$ cat config.mk
export PLATFORM = sky130hd
export DESIGN_NAME = ifetch_queue
export DESIGN_NICKNAME = d
export VERILOG_FILES = /design/src/rtl/ifetch_queue.sv
export SDC_FILE = /design/constraint.sdc
export NUM_CORES = 1
export LEC_CHECK = 0
export CELL_PAD_IN_SITES_DETAIL_PLACEMENT = 2
export CELL_PAD_IN_SITES_GLOBAL_PLACEMENT = 2
export CORE_ASPECT_RATIO = 1.75
export CORE_UTILIZATION = 41
export CTS_BUF_LIST = sky130_fd_sc_hd__clkbuf_2 sky130_fd_sc_hd__clkbuf_4 sky130_fd_sc_hd__clkbuf_8
export DETAILED_ROUTE_END_ITERATION = 12
export GPL_TIMING_DRIVEN = 0
export PLACE_DENSITY = 0.81
export SYNTH_ARGS = -nofsm -noshare
export SYNTH_HDL_FRONTEND = slang
export SYNTH_SLANG_ARGS = --single-unit
$ cat constraint.sdc
create_clock -name clk -period 4.5 [get_ports clk]
set_input_delay 0.9 -clock clk [delete_from_list [all_inputs] [get_ports clk]]
set_output_delay 0.9 -clock clk [all_outputs]
set_load 0.05 [all_outputs]
$ cat src/rtl/ifetch_queue.sv
// Instruction fetch front end: owns the fetch PC, reads imem, and buffers
// {pc, inst} pairs in a small FIFO that decode drains via valid/ready.
module ifetch_queue #(
  parameter logic [31:0] RESET_PC = 32'h0000_0000,
  parameter int          DEPTH    = 4
) (
  input  logic                     clk,
  input  logic                     rst,
  output logic [31:0]              imem_addr,
  input  logic [31:0]              imem_inst,
  input  logic                     redirect_valid,
  input  logic [31:0]              redirect_pc,
  output logic                     out_valid,
  input  logic                     out_ready,
  output logic [31:0]              out_pc,
  output logic [31:0]              out_inst,
  output logic [$clog2(DEPTH):0]   occupancy
);

  localparam int AW = $clog2(DEPTH);

  logic [31:0]   fetch_pc;
  logic [AW-1:0] head;
  logic [AW-1:0] tail;
  logic [AW:0]   count;
  logic [31:0]   pc_mem   [DEPTH];
  logic [31:0]   inst_mem [DEPTH];

  logic full;
  logic pop;
  logic push;

  assign full      = (count == (AW+1)'(DEPTH));
  assign out_valid = (count != '0);
  assign pop       = out_valid && out_ready;
  // a full queue can still accept a new fetch when decode frees the head slot
  assign push      = !redirect_valid && (!full || pop);

  assign imem_addr = fetch_pc;
  assign occupancy = count;
  assign out_pc    = out_valid ? pc_mem[head]   : 32'h0;
  assign out_inst  = out_valid ? inst_mem[head] : 32'h0;

  always_ff @(posedge clk) begin
    if (rst) begin
      fetch_pc <= RESET_PC;
      head     <= '0;
      tail     <= '0;
      count    <= '0;
    end else if (redirect_valid) begin
      fetch_pc <= redirect_pc & 32'hFFFF_FFFC;
      head     <= '0;
      tail     <= '0;
      count    <= '0;
    end else begin
      if (push) begin
        tail     <= tail + AW'(1);
        fetch_pc <= fetch_pc + 32'd4;
      end
      if (pop) begin
        head <= head + AW'(1);
      end
      case ({push, pop})
        2'b10:   count <= count + (AW+1)'(1);
        2'b01:   count <= count - (AW+1)'(1);
        default: count <= count;
      endcase
    end
  end

  // storage needs no reset: entries are only visible while counted
  always_ff @(posedge clk) begin
    if (!rst && push) begin
      pc_mem[tail]   <= fetch_pc;
      inst_mem[tail] <= imem_inst;
    end
  end

endmodule
==> flow_metrics.py <==
metrics = {
    "worst_setup_path": {
        "cp-end-kind": "output port",
        "worstSetupPathType": "register to output port",
        "crit_buf_inv": 3,
        "required_ps": 3600,
        "crit_fanout": 10,
        "cp.arrival_ps": 3340,
        "cp_slowest_cell": "clkdlybuf4s50_1",
        "path_delay_family": "buffers and inverters",
        "cp_cell_sequence": "or3_1 -> clkbuf_1 -> clkbuf_1 -> and2_1 -> clkdlybuf4s50_1",
        "crit_path_max_incr_delay_ps": 840,
        "cp-start-kind": "register",
        "crit_path_frequent_cell": "clkbuf_1",
        "worst-r2r-setup-slack_ps": 2060,
    },
    "clock_tree": {
        "cts_root_buffer": "clkbuf_8",
        "post-cts-setup-buffers": 0,
        "clock_sinks": 287,
        "clk_latency_ps": 570,
        "clk_pin_slew_worst_paths_ps": 60,
        "cts_resized": 1,
        "cts_tree": "done",
        "cts_max_path_buffers": 3,
        "cts_max_level": 2,
        "cts_buffers": 44,
        "ctsHoldBuffers": 0,
    },
    "synthesis": {
        "synth.avg_cell_area_um2": 16.9,
        "yosys.area.top_type_share": 0.635,
        "synthTopCellsByArea": "edfxtp_1 (63%), mux4_2 (12%), dfxtp_1 (6.7%)",
        "synth_cell_type_count": 55,
        "synth-edff-count": 248,
        "ys_seq_area_frac": 0.701,
        "synth_seq_cells": 287,
        "ys_top_cells_by_count": "edfxtp_1 (248), and2_1 (67), mux4_2 (62)",
        "synth-main-ff-cell": "edfxtp_1",
        "yosysTopAreaCell": "edfxtp_1",
        "netlist_area_um2": 11700,
        "yosysMostFrequentCell": "edfxtp_1",
        "syn_inst": 693,
        "ys_warn_count": 0,
        "async_flop_share": 0,
    },
    "finish": {
        "syn2layout_area_growth_pct": 26.3,
        "final_nets": 980,
        "final_core_util": 0.528,
        "fillers": 2568,
        "fin_area_um2": 14800,
        "drive_gt1_frac": 0.179,
        "ff_latch_area_um2": 8230,
        "multi_input_comb_area_um2": 3300,
    },
    "drt": {
        "detail_route.first_pass.iterations": 4,
        "wl_per_cell_um": 25.0,
        "via_count": 7117,
        "dr.first_iter.drc_count": 311,
        "drc_errors": 0,
        "wl_um": 32800,
        "viasPerCell": 5.42,
        "antenna_left": 0,
    },
    "timing": {
        "finalCritPeriodShare": 0.941,
        "rsz0062_at_grt": "false",
        "slew_viol_final": 0,
        "finClkSkew_ps": 17.7,
        "max_slew_margin": 0.495,
        "hold_violations": 0,
        "fin_ws_ps": 264,
        "setup_violations": 0,
        "finalCriticalPeriod_ps": 4240,
        "max_clock_freq_mhz": 236,
        "worst_pin_slew_ps": 756,
    },
    "global_route": {
        "grt_first_pass_wirelength_um": 49800,
        "grt_pass1_vias": 8094,
        "grt_max_degree": 51,
        "antenna_found_initial": 1,
        "grt_use_total": 0.234,
        "globalRouteOverflowTotal": 0,
    },
    "flow_run": {
        "maxCapViolCount": 0,
    },
    "place": {
        "dp_hpwl_um": 22500,
        "place_area_um2": 13900,
        "post-place-ws_ps": 581,
        "portBuffers": 160,
        "place_congestion": 0.790,
    },
    "pwr": {
        "totalPowerFinal_mw": 5.88,
        "ir_drop_uv": 216,
        "power.leakage_nw": 4.74,
        "pwr_density_cell_nw_per_um2": 397,
    },
    "floorplanning": {
        "die_x_um": 130,
        "die_area_um2": 29300,
        "io-pin-count": 168,
        "core_area_um2": 28100,
        "row_count": 81,
        "start_util": 0.418,
        "die_y_um": 226,
    },
    "hold_path": {
        "holdCritPathClass": "register to register",
    },
    "status": {
        "status": "finished, final reports clean",
    },
}
==> kinds of logic (layout without fill, tap and decap cells) <==
kind of cell	count (synthesis)	after routing	synth area share
xor gates and xnor gates	13	13	0.00971
muxes	63	63	0.120
buffers and inverters	54	297	0.0198
AOI/OAI and AO/OA	61	61	0.0374
and+or+nand+nor	208	208	0.104
adders and majority gates	6	6	0.00704
other	1	5	0.000320
DFF	287	287	0.701
==> worst register-to-register path, cell delays in order (launching register included) <==
cell and delay (ps):
dfxtp_1 470, or4b_1 300, clkbuf_1 420, and3_4 610, buf_16 310
==> report_power, final <==
group	switching (mW)	internal, mW	leakage (nW)
combinational	0.429	0.258	1.69
sequential	0.0778	2.97	2.58
clock	0.990	1.15	0.468
total	1.50	4.38	4.74
==> layout by cell type (no fill, tap or decap), types with 8 or more instances in the layout <==
cell type | Yosys | layout
inv_1 | 8 | 8
edfxtp_1 | 248 | 248
clkdlybuf4s50_1 | 0 | 160
a211oi_1 | 10 | 10
a21oi_1 | 10 | 10
dfxtp_1 | 39 | 39
nor3_1 | 9 | 9
nand2_1 | 26 | 26
buf_2 | 9 | 9
nand4_1 | 12 | 12
clkbuf_8 | 0 | 48
mux4_2 | 62 | 62
nand3_1 | 12 | 12
nor2_1 | 31 | 31
clkbuf_1 | 31 | 30
a311oi_1 | 11 | 11
or4_1 | 9 | 9
clkbuf_4 | 0 | 21
and2_1 | 67 | 67
==> metal layers <==
layer  track usage  up-vias  wire length, µm
met5             0        -                0
met4        0.0788        0              865
met3        0.0377       54             1280
met2         0.444      186            18600
met1         0.260     3700            12100
li1              -     3177                -
==> flip-flops by register name (all words and copies together), names as in the netlist, named ones only <==
| register | count |
|---|---|
| imem_addr | 30 |
| occupancy | 3 |
| tail | 2 |
| pc_mem | 120 |
| head | 2 |
| inst_mem | 128 |
==> through the flow <==
stage / hold WS [ps] / instances / TNS (ps)
after floorplan: 465 / 696 / 0
after global placement: 483 / 1229 / -154350
after detailed placement: 539 / 1233 / 0
after CTS: 552 / 1312 / 0
after global routing: 578 / 1313 / 0
final: 551 / 1313 / 0
==> layout make-up <==
cell class                      count  share of cell area
Antenna cell                        1            0.000169
Clock inverter                     10             0.00321
Inverter                            8             0.00203
Timing Repair Buffer              164               0.116
Multi-Input combinational cell    355               0.223
Tap cell                          373              0.0315
Clock buffer                       69              0.0553
Sequential cell                   287               0.556
Buffer                             46              0.0138
==> final timing paths <==
kind                            cells past startpoint             end         start
worst min register to register                      2    occupancy[0]  occupancy[0]
worst max-delay path                                5     out_inst[7]  occupancy[1]
worst max register to register                      4  inst_mem[2][8]  occupancy[1]
worst min-delay path                                2    occupancy[0]  occupancy[0]
Note: power is estimated with default switching activity, not from simulation.
